File: src/rtl/ladder_pkg.sv
// ladder_pkg: shared widths, step classes and result record for the ladder monitor
package ladder_pkg;
    localparam int CUR_W = 4;
    localparam int PERIOD_W = 8;
    typedef logic [CUR_W-1:0] cur_t;
    typedef logic [PERIOD_W-1:0] period_t;
    typedef enum logic [2:0] {
        STEP_UP,
        STEP_DOWN,
        STEP_STALL,
        STEP_PEAK,
        STEP_VALLEY,
        STEP_ILLEGAL
    } step_t;
    typedef struct packed {
        cur_t    peak;
        period_t period;
        logic    err;
    } ladder_result_t;
endpackage

File: src/rtl/ladder_result_fifo.sv
// ladder_result_fifo: synchronous FIFO of ladder results; head reads as zero when empty
module ladder_result_fifo
    import ladder_pkg::*;
#(
    parameter int DEPTH = 2
) (
    input  logic           clk,
    input  logic           resetn,
    input  logic           push,
    input  ladder_result_t din,
    input  logic           pop,
    output ladder_result_t dout,
    output logic           full,
    output logic           empty
);
    localparam int AW = $clog2(DEPTH);
    ladder_result_t mem [DEPTH];
    logic [AW:0] wr_ptr, rd_ptr;
    logic wr_en, rd_en;
    assign empty = wr_ptr == rd_ptr;
    assign full = (wr_ptr[AW] != rd_ptr[AW]) && (wr_ptr[AW-1:0] == rd_ptr[AW-1:0]);
    assign dout = empty ? '0 : mem[rd_ptr[AW-1:0]];
    assign wr_en = push && (!full || pop);
    assign rd_en = pop && !empty;
    always_ff @(posedge clk or negedge resetn) begin
        if (!resetn) begin
            wr_ptr <= '0;
            rd_ptr <= '0;
        end else begin
            if (wr_en) wr_ptr <= wr_ptr + (AW+1)'(1);
            if (rd_en) rd_ptr <= rd_ptr + (AW+1)'(1);
        end
    end
    always_ff @(posedge clk) begin
        if (wr_en) mem[wr_ptr[AW-1:0]] <= din;
    end
endmodule

File: src/rtl/ladder_monitor.sv
// ladder_monitor: classifies ladder steps, measures valley-to-valley periods and queues result records
module ladder_monitor #(
    parameter int CUR_W = ladder_pkg::CUR_W,
    parameter int PERIOD_W = ladder_pkg::PERIOD_W,
    parameter int DEPTH = 2
) (
    input  logic                clk,
    input  logic                resetn,
    input  logic [CUR_W-1:0]    cur_in,
    input  logic                dir_in,
    input  logic                clear,
    output logic                res_valid,
    input  logic                res_ready,
    output logic [CUR_W-1:0]    res_peak,
    output logic [PERIOD_W-1:0] res_period,
    output logic                res_err,
    output logic                err_sticky,
    output logic [PERIOD_W-1:0] err_count,
    output logic                overrun
);
    import ladder_pkg::*;
    cur_t prev_cur, peak_reg;
    period_t period_cnt;
    logic prev_dir, seen_valley, per_err;
    step_t step;
    logic illegal, valley, push, pop, full, empty;
    ladder_result_t head;
    always_comb begin
        step = (dir_in == prev_dir && cur_in == prev_cur) ? STEP_STALL :
               (dir_in && prev_dir && cur_in == prev_cur + cur_t'(1)) ? STEP_UP :
               (!dir_in && !prev_dir && cur_in == prev_cur - cur_t'(1)) ? STEP_DOWN :
               (prev_dir && !dir_in && cur_in == prev_cur - cur_t'(1)) ? STEP_PEAK :
               (!prev_dir && dir_in && cur_in == prev_cur) ? STEP_VALLEY : STEP_ILLEGAL;
    end
    assign illegal = step == STEP_ILLEGAL;
    assign valley = step == STEP_VALLEY;
    assign push = valley && seen_valley;
    assign pop = res_valid && res_ready;
    assign res_valid = !empty;
    assign res_peak = head.peak;
    assign res_period = head.period;
    assign res_err = head.err;
    always_ff @(posedge clk or negedge resetn) begin
        if (!resetn) begin
            prev_cur <= '0;
            prev_dir <= 1'b1;
            seen_valley <= 1'b0;
            period_cnt <= '0;
            peak_reg <= '0;
            per_err <= 1'b0;
            err_sticky <= 1'b0;
            err_count <= '0;
            overrun <= 1'b0;
        end else begin
            prev_cur <= cur_in;
            prev_dir <= dir_in;
            if (step == STEP_PEAK) peak_reg <= prev_cur;
            period_cnt <= valley ? period_t'(1) : (&period_cnt) ? period_cnt : period_cnt + period_t'(1);
            per_err <= valley ? 1'b0 : (per_err || illegal);
            seen_valley <= seen_valley || valley;
            err_sticky <= !clear && (err_sticky || illegal);
            err_count <= clear ? '0 : (illegal && !(&err_count)) ? err_count + period_t'(1) : err_count;
            // a record pushed into a full FIFO is lost unless the head leaves in the same cycle
            overrun <= !clear && (overrun || (push && full && !pop));
        end
    end
    ladder_result_fifo #(.DEPTH(DEPTH)) u_fifo (
        .clk(clk),
        .resetn(resetn),
        .push(push),
        .din('{peak: peak_reg, period: period_cnt, err: per_err}),
        .pop(pop),
        .dout(head),
        .full(full),
        .empty(empty)
    );
endmodule

File: config.mk
export PLATFORM = sky130hd
export DESIGN_NAME = ladder_monitor
export DESIGN_NICKNAME = d
export VERILOG_FILES = /design/src/rtl/ladder_pkg.sv /design/src/rtl/ladder_result_fifo.sv /design/src/rtl/ladder_monitor.sv
export SDC_FILE = /design/constraint.sdc
export NUM_CORES = 1
export LEC_CHECK = 0
export ABC_AREA = 1
export ABC_CLOCK_PERIOD_IN_PS = 3050
export BUFFER_PORTS_ARGS = -buffer_cell sky130_fd_sc_hd__buf_2
export CORE_UTILIZATION = 53
export DETAILED_ROUTE_END_ITERATION = 16
export GPL_TIMING_DRIVEN = 0
export PLACE_DENSITY = 0.84
export SLEW_MARGIN = 10
export SYNTH_ARGS = -nofsm -noshare
export SYNTH_HDL_FRONTEND = slang
export SYNTH_HIERARCHICAL = 1
export SYNTH_SLANG_ARGS = --single-unit
File: constraint.sdc
create_clock -name clk -period 3.05 [get_ports clk]
set_input_delay 0.305 -clock clk [delete_from_list [all_inputs] [get_ports clk]]
set_output_delay 0.305 -clock clk [all_outputs]
set_load 0.01 [all_outputs]
== Word level (Yosys, flattened, before mapping) ==
Memory sizes are Yosys's and may differ from the RTL's.
Index checks and enable logic that the tools add are counted.
Word-level totals
  register bits after elaboration: 33
  bits in latches: 0
  bits in writable memories: 26
  memory bits (read-only): 0
  memories: 1
Memory list
  u_fifo.mem: words 2, width 13, rd ports 1, clocked after memory_dff 0, wr ports 1, line ladder_result_fifo.sv:17  | ladder_result_t mem [DEPTH];
Operators by class
  $add $sub $neg: 6
  multiply operators: 0
  div/mod/pow operators: 0
  magnitude comparators: 0
  equality and inequality tests: 11
  shift-type cells: 0
  multiplexer cells: 13
  bitwise operators: 0
  reductions and logical operators: 34
Operators with widths (count)
  two-way mux 8 bit: 4
  logical AND 1 bit: 19
  adder 8 x 1 -> 8 bit, second input constant: 2
  AND reduction 8 bit: 2
  two-way mux 13 bit: 1
  equality test 4 bit: 3
  two-way mux 3 bit: 4
  zero test 1 bit: 7
  equality test 3 bit, second input constant: 2
  logical OR 1 bit: 5
  adder 2 x 1 -> 2 bit, second input constant: 2
  adder 4 x 1 -> 4 bit, second input constant: 1
  two-way mux 1 bit: 4
  subtractor 4 x 1 -> 4 bit, second input constant: 1
  equality test 3 x 2 -> 1 bit, second input constant: 1
  equality test 1 bit: 2
  equality test 2 bit: 1
  inequality test 2 bit, second input constant: 1
  nonzero test 2 bit: 1
  inequality test 1 bit: 1

== Depth between registers and ports, before layout ==
Gate-level depths: netlist of run 1.
  depth after elaboration: 14
  gate-level depth with buffers: 17
  mapped depth without buffers: 16

== Hierarchy ==
The synthesis of run 1 kept the hierarchy.
Modules (own cells, without submodules)
  ladder_monitor: instances 1, cells each 224, area an instance 1694.1 um^2
  ladder_result_fifo: instances 1, cells each 109, area an instance 1280.0 um^2

== Worst setup path before layout of run 1 ==
Ideal clock, no wire load.
  path type: register to register
  start: register prev_cur[0]
  end: memory u_fifo/mem[1][0] in the netlist's numbering (enable)
  library setup time: 0.349 ns
  arrival time: 2.088 ns
  required time: 2.701 ns
  slack: 0.613 ns
  stages on the path, launching flop included: 15
  clock period less this slack: 2.437 ns
  cells stage by stage: dfrtp_1 > inv_2 > ha_1 > xor2_1 > nor2_1 > nand3_1 > nand2_2 > nor2_4 > nand2_2 > buf_4 > nor2_1 > nand2_1 > inv_1 > nand2_1 > inv_1
On the way
  cells in the longest elaborated chain, start to end: 12
RTL lines
  from (decl): line ladder_monitor.sv:22  | cur_t prev_cur, peak_reg;
  from (signal assigned): line ladder_monitor.sv:55  | prev_cur <= cur_in;
  subtractor 4 x 1 -> 4 bit or equality test 4 bit (tied branches)
  equality test 4 bit or logical AND 1 bit (tied branches): line ladder_monitor.sv:31, ladder_monitor.sv:32, ladder_monitor.sv:33
  logical AND 1 bit or two-way mux 1 bit (tied branches): line ladder_monitor.sv:32, ladder_monitor.sv:33
  two-way mux 3 bit: line ladder_monitor.sv:32  | (prev_dir && !dir_in && cur_in == prev_cur - cur_t'(1)) ? STEP_PEAK :
  two-way mux 3 bit: line ladder_monitor.sv:31  | (!dir_in && !prev_dir && cur_in == prev_cur - cur_t'(1)) ? STEP_DOWN :
  two-way mux 3 bit: line ladder_monitor.sv:30  | (dir_in && prev_dir && cur_in == prev_cur + cur_t'(1)) ? STEP_UP :
  two-way mux 3 bit *: line ladder_monitor.sv:29  | step = (dir_in == prev_dir && cur_in == prev_cur) ? STEP_STALL :
  equality test 3 bit *: line ladder_monitor.sv:36  | assign valley = step == STEP_VALLEY;
  logical AND 1 bit *: line ladder_monitor.sv:37  | assign push = valley && seen_valley;
  named net push: line ladder_monitor.sv:26  | logic illegal, valley, push, pop, full, empty;
  logical AND 1 bit *: line ladder_result_fifo.sv:23  | assign wr_en = push && (!full || pop);
  two-way mux 1 bit *: line ladder_result_fifo.sv:35  | if (wr_en) mem[wr_ptr[AW-1:0]] <= din;
  two-way mux 1 bit (not written as such) *: line ladder_result_fifo.sv:35
  to (decl): line ladder_result_fifo.sv:17
The timed path passes the listed nets; every way through them passes the cells marked *.

== Worst setup path after layout of run 1 ==
  start: register prev_cur[0]
  end: memory u_fifo/mem[0][5] in the netlist's numbering (enable)
The elaborated chain is that of the path after synthesis.

==> out/summary.txt, run 1 <==
Crit end category = flip-flop
Setup crit end = u_fifo/mem[0][5]
Count leader, synth = nand2_1
Critical-path cell list = inv_2 -> ha_1 -> xor2_1 -> nor2_1 -> nand3_1 -> nand2_2 -> nor2_4 -> nand2_2 -> buf_4 -> nor2_1 -> nand3_1 -> inv_1
Post-synthesis cell type count = 31
Nets = 393
WL/cell = 12.1 um
Cell Rows = 26
CTS clk-pin slew, worst paths = 0.06 ns
CTS max path bufs = 2
Ys Warns = 6
Total iterations of the first detailed-routing run = 4
Core outline area = 0.00527 mm2
Share of cells above drive strength 1 = 20.7%
Synth top area cells = dfrtp_1 (27%), edfxtp_1 (26%), nand2_1 (13%)
Crit Path Category = flip-flop to flip-flop
Worst Setup SP = prev_cur[0]
Die Wd = 76.9 um
Starting Density = 56.4%
Number of antenna violations at the first check in global routing = 0
Dpl hpwl = 3.75 mm
R2R depth = 12
Finished Layout Cells = 451
Mapped Area = 0.00297 mm2
Peak VDD IR = 0.000483 V
Synth Area in Compound Gates = 5.51%
GRT Total Usage = 21.1%
I/O Buffers = 32
Area delta synth->final = 15.5%
Hold buffer count at CTS = 0
Worst clock skew = 0.00535 ns
Ys flop type = dfrtp_1
Critical path arrival = 2.77 ns
Asr flop ratio synth = 55.9%
GRT Residual Overflow = 0
RSZ-0062 raised after global routing = no
Die Span Y = 76.9 um
1st-iter DRT viols = 65
Reg-to-reg endpoint = u_fifo/mem[0][5]
CP max FO = 13
Startpoint Class = flip-flop
Final Util = 65.2%
DIE AREA = 0.00592 mm2
Simple-gate portion of the synthesized area = 26.0%
GPL Wtd Cong = 0.859
Mux contribution to synthesized area = 0%
Fmax = 0.358 GHz
Sequential area share after synthesis = 54.1%
ANT cells = 0
Most frequent cells after synthesis = nand2_1 (102), inv_1 (40), dfrtp_1 (32), nand3_1 (32)
XOR/XNOR share of the synthesized area = 2.94%
Cts bufs inserted = 9
Via density = 5.02
# H-tree levels = 3
IO Pins = 33
Largest area contributor in the netlist = dfrtp_1
Largest register FFs = 26
Max Slew Vio Count = 0
TritonCTS Sinks = 59
Clk root buf = clkbuf_8
Max stage delay on crit path = 0.43 ns
Post-Place Cells = 435
MaxCap Viol Count = 0
Clock latency at the later pin of the worst-skew pair = 0.33 ns
Hold Crit Class = input pin to async pin
RR Startpoint = prev_cur[0]
CTS tree = built
Worst path slowest cell = dfrtp_1
Req. time, crit path = 3.02 ns
Tmin final = 2.79 ns
Max-slew headroom = 46.9%
Syn Inst Count = 333
Leak pwr = 1.71 nW
Vias in the first global route = 2,167
Cell Pwr Density = 775 mW/mm2
First-pass GRT wire length = 9.55 mm
FF+latch count, synth = 59
Setup TNS = 0 ns
Internal reg-to-reg setup slack = 0.26 ns
WL final = 5.44 mm
Largest family of logic cells by synthesized area = simple AND/OR/NAND/NOR gates
Largest net degree at the start of global routing = 34
Synthesized area per cell = 8.93 um2
DRC errors left = 0
Via count = 2,266
Endpoints failing setup = 0
Post-route ant nets = 0
Post-synth EDFFs = 26
Post-synth top area share = 26.9%
Tightest Pin Transition = 0.796 ns
# fillers = 446
Adder-cell share of the synthesized area = 3.37%
Period utilization = 91.6%
Final Hold Viols = 0
Outcome = completed
Mapped Nets = 350
## what timing repair did
item / in CTS / in global routing
gates resized for setup: 0 / 1
setup endpoints to repair: 0 / 13
buffers inserted: 0 / 0
## metrics by stage
| step | cell area [um2] | power (mW) | hold slack [ns] | setup WS [ns] |
|---|---|---|---|---|
| detailed placement | 3220 | 1.94 | 0.438 | 0.173 |
| CTS | 3430 | 2.69 | 0.0720 | 0.159 |
| finish | 3430 | 2.66 | 0.0490 | 0.257 |
| floorplan | 2970 | 1.68 | 0.00941 | 0.613 |
| global route | 3430 | 2.85 | 0.0975 | 0.0377 |
| global placement | 3220 | 1.90 | 0.428 | 0.231 |
## worst min path at each step
stage                             to  depth (start not counted)  startpoint
floorplan               err_count[0]                          0      resetn
global placement    u_fifo/rd_ptr[0]                          1      resetn
detailed placement  u_fifo/rd_ptr[0]                          1      resetn
CTS                 u_fifo/rd_ptr[0]                          1      resetn
global route                prev_dir                          1      dir_in
finish              u_fifo/wr_ptr[1]                          1      resetn
## kinds of logic after synthesis
group,after synthesis
AND/OR/NAND/NOR,177
flip-flops,59
buffers and inverters,54
adder cells (fa/ha/maj),8
XOR/XNOR,10
AO/OA/AOI/OAI,25
## final cells by class
type	count	area (um2)	share of cell area (%)
clock buffer	11	131	3.83
inverter	47	185	5.39
timing repair buffer	32	160	4.66
multi-input combinational	220	1120	32.7
buffer	7	61.3	1.79
sequential	59	1610	46.8
tap	70	87.6	2.55
clock inverter	5	77.6	2.26
## placed cells by master (no fill, tap or decap), types with 7 or more instances in the layout
master    count
nand2_1     102
inv_1        39
buf_2        34
nand3_1      32
dfrtp_1      32
nor2_1       26
edfxtp_1     26
clkbuf_8      9
a21oi_2       9
a21oi_1       8
ha_1          8
xor2_1        7
## power by group
part | leakage [nW] | total, mW | switching (mW) | internal (mW)
clock network | 0.103 | 0.741 | 0.284 | 0.457
registers | 0.643 | 1.08 | 0.112 | 0.972
logic | 0.961 | 0.836 | 0.515 | 0.321
## layer usage
metal / up-vias / share of wire (%) / GRT usage (%)
met5: - / 0 / 0
met4: 0 / 1.1 / 6.54
met3: 8 / 5.3 / 6.90
met2: 63 / 51 / 37.4
met1: 1051 / 43 / 24.0
li1: 1144 / - / -
## worst max-delay path, delay by kind of cell (launching register included)
| kind | cells | cell delay [ns] |
|---|---|---|
| DFF | 1 | 0.43 |
| adders and majority gates | 1 | 0.33 |
| xor gates and xnor gates | 1 | 0.18 |
| and+or+nand+nor | 7 | 0.81 |
| buffers and inverters | 3 | 0.66 |
Note: power is estimated with default switching activity, not from simulation.
==> inputs of run 2 (changes only) <==
Settings changed: ABC_AREA 1 to unset, PLACE_DENSITY 0.84 to 0.85.
==> out/summary.txt, run 2 <==
Most frequent cells after synthesis = nor2_1 (36), dfrtp_1 (32), edfxtp_1 (26) (was nand2_1 (102), inv_1 (40), dfrtp_1 (32), nand3_1 (32))
Post-Place Cells = 336 (was 435)
DP Area = 0.00307 mm2 (was 0.00322 mm2)
Simple-gate portion of the synthesized area = 14.5% (was 26.0%)
Finished Layout Cells = 352 (was 451)
Total power = 2.57 mW (was 2.66 mW)
Vias in the first global route = 1,723 (was 2,167)
Outcome = completed (unchanged)
Total iterations of the first detailed-routing run = 4 (unchanged)
Synth Area in Compound Gates = 7.07% (was 5.51%)
TritonCTS Sinks = 59 (unchanged)
Most common cell after layout, fill and taps aside = nor2_1 (was nand2_1)
MaxCap Viol Count = 0 (unchanged)
Post-route ant nets = 0 (unchanged)
Ys flop type = dfrtp_1 (unchanged)
Period utilization = 94.0% (was 91.6%)
First-pass GRT wire length = 7.61 mm (was 9.55 mm)
Internal reg-to-reg setup slack = 0.18 ns (was 0.26 ns)
Critical-path cell list = xor2_2 -> or4_4 -> nor2_2 -> and2_1 -> inv_1 -> nor3_4 (was inv_2 -> ha_1 -> xor2_1 -> nor2_1 -> nand3_1 -> nand2_2 -> nor2_4 -> nand2_2 -> buf_4 -> nor2_1 -> nand3_1 -> inv_1)
Sequential area share after synthesis = 57.2% (was 54.1%)
Multi-input combinational cell area = 0.00115 mm2 (was 0.00112 mm2)
Top routing layer in use = met4 (unchanged)
1st-iter DRT viols = 125 (was 65)
Hold buffer count at CTS = 0 (unchanged)
Reg-to-reg endpoint = u_fifo/mem[0][4] (was u_fifo/mem[0][5])
Ys Warns = 6 (unchanged)
Crit end category = flip-flop (unchanged)
Clk root buf = clkbuf_8 (unchanged)
Syn Inst Count = 234 (was 333)
Met2 routed WL = 2.33 mm (was 2.76 mm)
Mapped Nets = 251 (was 350)
Cell Rows = 26 (unchanged)
WL final = 4.70 mm (was 5.44 mm)
Post-synthesis cell type count = 43 (was 31)
Max stage delay on crit path = 0.54 ns (was 0.43 ns)
Via count = 1,811 (was 2,266)
Die Span Y = 74.9 um (was 76.9 um)
Postcts setup bufs = 0 (unchanged)
Largest register FFs = 26 (unchanged)
# fillers = 393 (was 446)
Final Hold Viols = 0 (unchanged)
Post-synth EDFFs = 26 (unchanged)
Worst clock skew = 0.00578 ns (was 0.00535 ns)
Worst path slowest cell = or4_4 (was dfrtp_1)
GRT Residual Overflow = 0 (unchanged)
CP max FO = 13 (unchanged)
Share of cells above drive strength 1 = 26.6% (was 20.7%)
# H-tree levels = 3 (unchanged)
CTS clk-pin slew, worst paths = 0.06 ns (about the same)
GRT Total Usage = 18.8% (was 21.1%)
Area delta synth->final = 17.0% (was 15.5%)
Largest family of logic cells by synthesized area = simple AND/OR/NAND/NOR gates (unchanged)
Peak VDD IR = 0.000403 V (was 0.000483 V)
Min Hold Slack = 0.0323 ns (was 0.0490 ns)
R2R depth = 6 (was 12)
Post-synth top area share = 28.5% (was 26.9%)
Tmin final = 2.87 ns (was 2.79 ns)
Register area = 0.00161 mm2 (unchanged)
Mapped Area = 0.00281 mm2 (was 0.00297 mm2)
Count leader, synth = nor2_1 (was nand2_1)
Asr flop ratio synth = 55.9% (unchanged)
Endpoints failing setup = 0 (unchanged)
Max Slew Vio Count = 0 (unchanged)
Number of antenna violations at the first check in global routing = 0 (unchanged)
Post-place setup slack = -0.296 ns (was 0.173 ns)
Crit Path Category = flip-flop to flip-flop (unchanged)
Die Wd = 74.9 um (was 76.9 um)
Tightest Pin Transition = 0.745 ns (was 0.796 ns)
Max-slew headroom = 50.4% (was 46.9%)
Final Util = 64.5% (was 65.2%)
Setup TNS = 0 ns (unchanged)
GPL Wtd Cong = 0.843 (was 0.859)
Hold Crit Class = input pin to async pin (unchanged)
RR Startpoint = prev_cur[0] (unchanged)
Setup WS post-layout = 0.183 ns (was 0.257 ns)
CTS tree = built (unchanged)
Critical path arrival = 2.83 ns (was 2.77 ns)
Most frequent cells in the layout = nor2_1 (36), buf_2 (33), dfrtp_1 (32), edfxtp_1 (26), mux2i_1 (17) (was nand2_1 (102), inv_1 (39), buf_2 (34), nand3_1 (32), dfrtp_1 (32))
Final instance area = 0.00329 mm2 (was 0.00343 mm2)
Nets = 294 (was 393)
Metal3 WL = 147 um (was 286 um)
Adder-cell share of the synthesized area = 3.56% (was 3.37%)
RSZ-0062 raised after global routing = no (unchanged)
WL/cell = 13.3 um (was 12.1 um)
Leak pwr = 1.45 nW (was 1.71 nW)
Clock latency at the later pin of the worst-skew pair = 0.33 ns (about the same)
Fmax = 0.349 GHz (was 0.358 GHz)
Via density = 5.14 (was 5.02)
FF+latch count, synth = 59 (unchanged)
IO Pins = 33 (unchanged)
Largest area contributor in the netlist = dfrtp_1 (unchanged)
Req. time, crit path = 3.02 ns (about the same)
Mux contribution to synthesized area = 8.85% (was 0%)
Cts bufs inserted = 9 (unchanged)
XOR/XNOR share of the synthesized area = 6.14% (was 2.94%)
DIE AREA = 0.00560 mm2 (was 0.00592 mm2)
Dpl hpwl = 3.23 mm (was 3.75 mm)
Synth top area cells = dfrtp_1 (28%), edfxtp_1 (28%), mux2i_1 (6.0%) (was dfrtp_1 (27%), edfxtp_1 (26%), nand2_1 (13%))
Post-CTS sizing = 2 (was 0)
Synthesized area per cell = 12.0 um2 (was 8.93 um2)
Core outline area = 0.00511 mm2 (was 0.00527 mm2)
DRC errors left = 0 (unchanged)
I/O Buffers = 32 (unchanged)
Starting Density = 55.1% (was 56.4%)
Cell Pwr Density = 782 mW/mm2 (was 775 mW/mm2)
Startpoint Class = flip-flop (unchanged)
ANT cells = 0 (unchanged)
Largest net degree at the start of global routing = 34 (unchanged)
CTS max path bufs = 2 (unchanged)
DRT met1 WL = 2.11 mm (was 2.33 mm)
run 2: cell count changes in the layout (fill, tap and decap cells not counted), moves of 6 or more:
| cell | delta |
|---|---|
| nor2_1 | +10 |
| inv_1 | -28 |
| mux2i_1 | +17 |
| nand3_1 | -25 |
| a21oi_2 | -9 |
| nand2_1 | -92 |
| mux2_2 | +6 |
run 2: layout make-up:
class | count | area share (%)
plain buffers | 5 | 1.06
clock buffers | 11 | 3.99
clock inverters | 5 | 2.36
inverters | 11 | 1.25
multi-input cells | 159 | 35.0
flip-flops and latches | 59 | 48.8
well taps | 70 | 2.66
repair buffers | 32 | 4.87
run 2: where the power goes:
part           leakage, nW  switching [mW]  internal, mW
clock                0.103           0.295         0.457
combinational        0.705           0.405         0.321
sequential           0.639           0.118         0.978
run 2: worst max path at each step:
stage	startpoint	to	slack [ns]	cells past startpoint
after floorplan	prev_cur[0]	u_fifo/mem[1][0]	0.25	6
after global placement	cur_in[2]	u_fifo/mem[1][7]	-0.25	7
after detailed placement	cur_in[2]	u_fifo/mem[1][7]	-0.30	7
after CTS	prev_cur[0]	u_fifo/mem[1][4]	0.10	6
after global routing	prev_cur[0]	u_fifo/mem[0][4]	0.03	6
final	prev_cur[0]	u_fifo/mem[0][4]	0.18	6
run 2: kinds of logic after synthesis:
logic type	count (synthesis)
simple gates	85
flops	59
compound gates	24
mux	24
xor+xnor	18
buf+inv	16
fa+ha+maj	8
run 2: worst max-delay path, delay by kind of cell, from the launching register on:
kind / cells / cell delay [ns]
and+or+nand+nor: 4 / 1.69
buffers and inverters: 1 / 0.10
DFF: 1 / 0.46
xor gates and xnor gates: 1 / 0.23
run 2: per-layer routing:
layer / GRT usage [%] / vias up
li1: - / 904
met1: 21.7 / 857
met2: 31.5 / 40
met3: 4.42 / 10
met4: 11.9 / 0
met5: 0 / -
==> inputs of run 3 (changes only) <==
Settings changed: BUFFER_PORTS_ARGS -buffer_cell sky130_fd_sc_hd__buf_2 to -buffer_cell sky130_fd_sc_hd__buf_4.
==> out/summary.txt, run 3 (same netlist as run 2, synthesis figures left out) <==
Req. time, crit path = 3.02 ns (about the same)
Internal reg-to-reg setup slack = 0.13 ns (was 0.18 ns)
Critical path arrival = 2.90 ns (was 2.83 ns)
MaxCap Viol Count = 0 (unchanged)
GPL Wtd Cong = 0.848 (was 0.843)
Hold-critical path depth = 1
R2R depth = 6 (unchanged)
IO Pins = 33 (unchanged)
GRT Residual Overflow = 0 (unchanged)
Most common cell after layout, fill and taps aside = nor2_1 (unchanged)
Final Hold Viols = 0 (unchanged)
Nets = 295 (was 294)
Starting Density = 55.1% (unchanged)
RSZ-0062 raised after global routing = no (unchanged)
Fmax = 0.342 GHz (was 0.349 GHz)
CTS tree = built (unchanged)
CP max FO = 13 (unchanged)
Vias in the first global route = 1,686 (was 1,723)
WL/cell = 14.0 um (was 13.3 um)
DP Area = 0.00315 mm2 (was 0.00307 mm2)
DRC errors left = 0 (unchanged)
Die Span Y = 74.9 um (unchanged)
Reg-to-reg endpoint = u_fifo/mem[0][4] (unchanged)
Share of cells above drive strength 1 = 26.1% (was 26.6%)
Largest net degree at the start of global routing = 34 (unchanged)
DIE AREA = 0.00560 mm2 (unchanged)
WL final = 4.96 mm (was 4.70 mm)
RR Startpoint = prev_cur[0] (unchanged)
Crit end category = flip-flop (unchanged)
Core outline area = 0.00511 mm2 (unchanged)
TritonCTS Sinks = 59 (unchanged)
1st-iter DRT viols = 75 (was 125)
Final instance area = 0.00336 mm2 (was 0.00329 mm2)
GRT Total Usage = 19.3% (was 18.8%)
Critical-path cell list = xor2_2 -> or4_4 -> nor2_2 -> and2_1 -> inv_1 -> nor3_4 (unchanged)
Postcts setup bufs = 0 (unchanged)
Period utilization = 95.9% (was 94.0%)
Worst path slowest cell = nor3_4 (was or4_4)
ANT cells = 0 (unchanged)
Post-place setup slack = -0.376 ns (was -0.296 ns)
CTS max path bufs = 2 (unchanged)
I/O Buffers = 32 (unchanged)
Max-slew headroom = 55.2% (was 50.4%)
Area delta synth->final = 19.4% (was 17.0%)
Max Slew Vio Count = 0 (unchanged)
Tmin final = 2.92 ns (was 2.87 ns)
Cell Rows = 26 (unchanged)
Tightest Pin Transition = 0.666 ns (was 0.745 ns)
Crit Path Category = flip-flop to flip-flop (unchanged)
Most frequent cells in the layout = nor2_1 (36), buf_4 (34), dfrtp_1 (32), edfxtp_1 (26), mux2i_1 (17) (was nor2_1 (36), buf_2 (33), dfrtp_1 (32), edfxtp_1 (26), mux2i_1 (17))
Peak VDD IR = 0.000412 V (was 0.000403 V)
Number of antenna violations at the first check in global routing = 0 (unchanged)
# H-tree levels = 3 (unchanged)
Leak pwr = 1.45 nW (about the same)
Worst hold path endpoint = prev_cur[0]
CTS clk-pin slew, worst paths = 0.07 ns (was 0.06 ns)
Largest register FFs = 26 (unchanged)
Post-route ant nets = 0 (unchanged)
Cts bufs inserted = 9 (unchanged)
Outcome = completed (unchanged)
Clock latency at the later pin of the worst-skew pair = 0.34 ns (was 0.33 ns)
Die Wd = 74.9 um (unchanged)
Via density = 5.28 (was 5.14)
Max stage delay on crit path = 0.55 ns (was 0.54 ns)
Hold_sp = cur_in[0]
Endpoints failing setup = 0 (unchanged)
Setup WS post-layout = 0.126 ns (was 0.183 ns)
Via count = 1,864 (was 1,811)
Total power = 2.57 mW (about the same)
Total iterations of the first detailed-routing run = 5 (was 4)
Final Util = 65.8% (was 64.5%)
Clk root buf = clkbuf_8 (unchanged)
Min Hold Slack = 0.0964 ns (was 0.0323 ns)
Worst clock skew = 0.00477 ns (was 0.00578 ns)
Cell Pwr Density = 764 mW/mm2 (was 782 mW/mm2)
Hold Crit Class = input pin to flip-flop (was input pin to async pin)
Dpl hpwl = 3.29 mm (was 3.23 mm)
First-pass GRT wire length = 7.76 mm (was 7.61 mm)
Startpoint Class = flip-flop (unchanged)
## run 3: worst max path at each step
stage,from,to,slack [ns],cells past startpoint
floorplan,prev_cur[0],u_fifo/mem[1][0],0.25,6
global placement,cur_in[2],u_fifo/mem[1][7],-0.28,7
detailed placement,prev_cur[0],u_fifo/mem[1][7],-0.38,6
CTS,prev_cur[0],u_fifo/mem[1][4],0.05,6
global route,prev_cur[0],u_fifo/mem[0][2],0.007,6
finish,prev_cur[0],u_fifo/mem[0][4],0.13,6
## run 3: critical path: cells and delay by family, from the launching register on
| kind | cells | cell delay (ns) |
|---|---|---|
| AND/OR/NAND/NOR | 4 | 1.75 |
| XOR/XNOR | 1 | 0.23 |
| flip-flops | 1 | 0.47 |
| buffers and inverters | 1 | 0.11 |
## run 3: metal layers
layer,part of all wire (%),global-route usage [%],up-vias
met1,45,24.1,905
li1,-,-,908
met3,3.6,4.42,10
met4,1.7,10.1,0
met5,0,0,-
met2,50,31.5,41
## run 3: report_power, final
group          total (mW)  internal, mW  switching (mW)  leakage, nW
registers            1.10         0.978           0.119        0.639
clock network       0.674         0.373           0.301       0.0870
logic               0.795         0.374           0.421        0.726
## run 3: what timing repair did
item,CTS,global route
pin swaps,0,0
hold buffers,1,0
resized for setup,2,1
setup endpoints to repair,26,13
gates cloned,0,0
hold endpoints to repair,32,0
## run 3: layout make-up
class | count | area (um2)
timing repair buffer | 33 | 250
tap | 70 | 87.6
buffer | 5 | 35.0
inverter | 11 | 41.3
multi-input combinational | 159 | 1150
fill | 377 | 1750
sequential | 59 | 1610
clock inverter | 5 | 53.8
clock buffer | 11 | 131
## run 3: through the flow
step           cells  setup TNS (ns)
2_1_floorplan    234               0
3_3_place_gp     336           -4.35
3_5_place_dp     336           -6.58
4_1_cts          353               0
5_1_grt          353               0
6_report         353               0
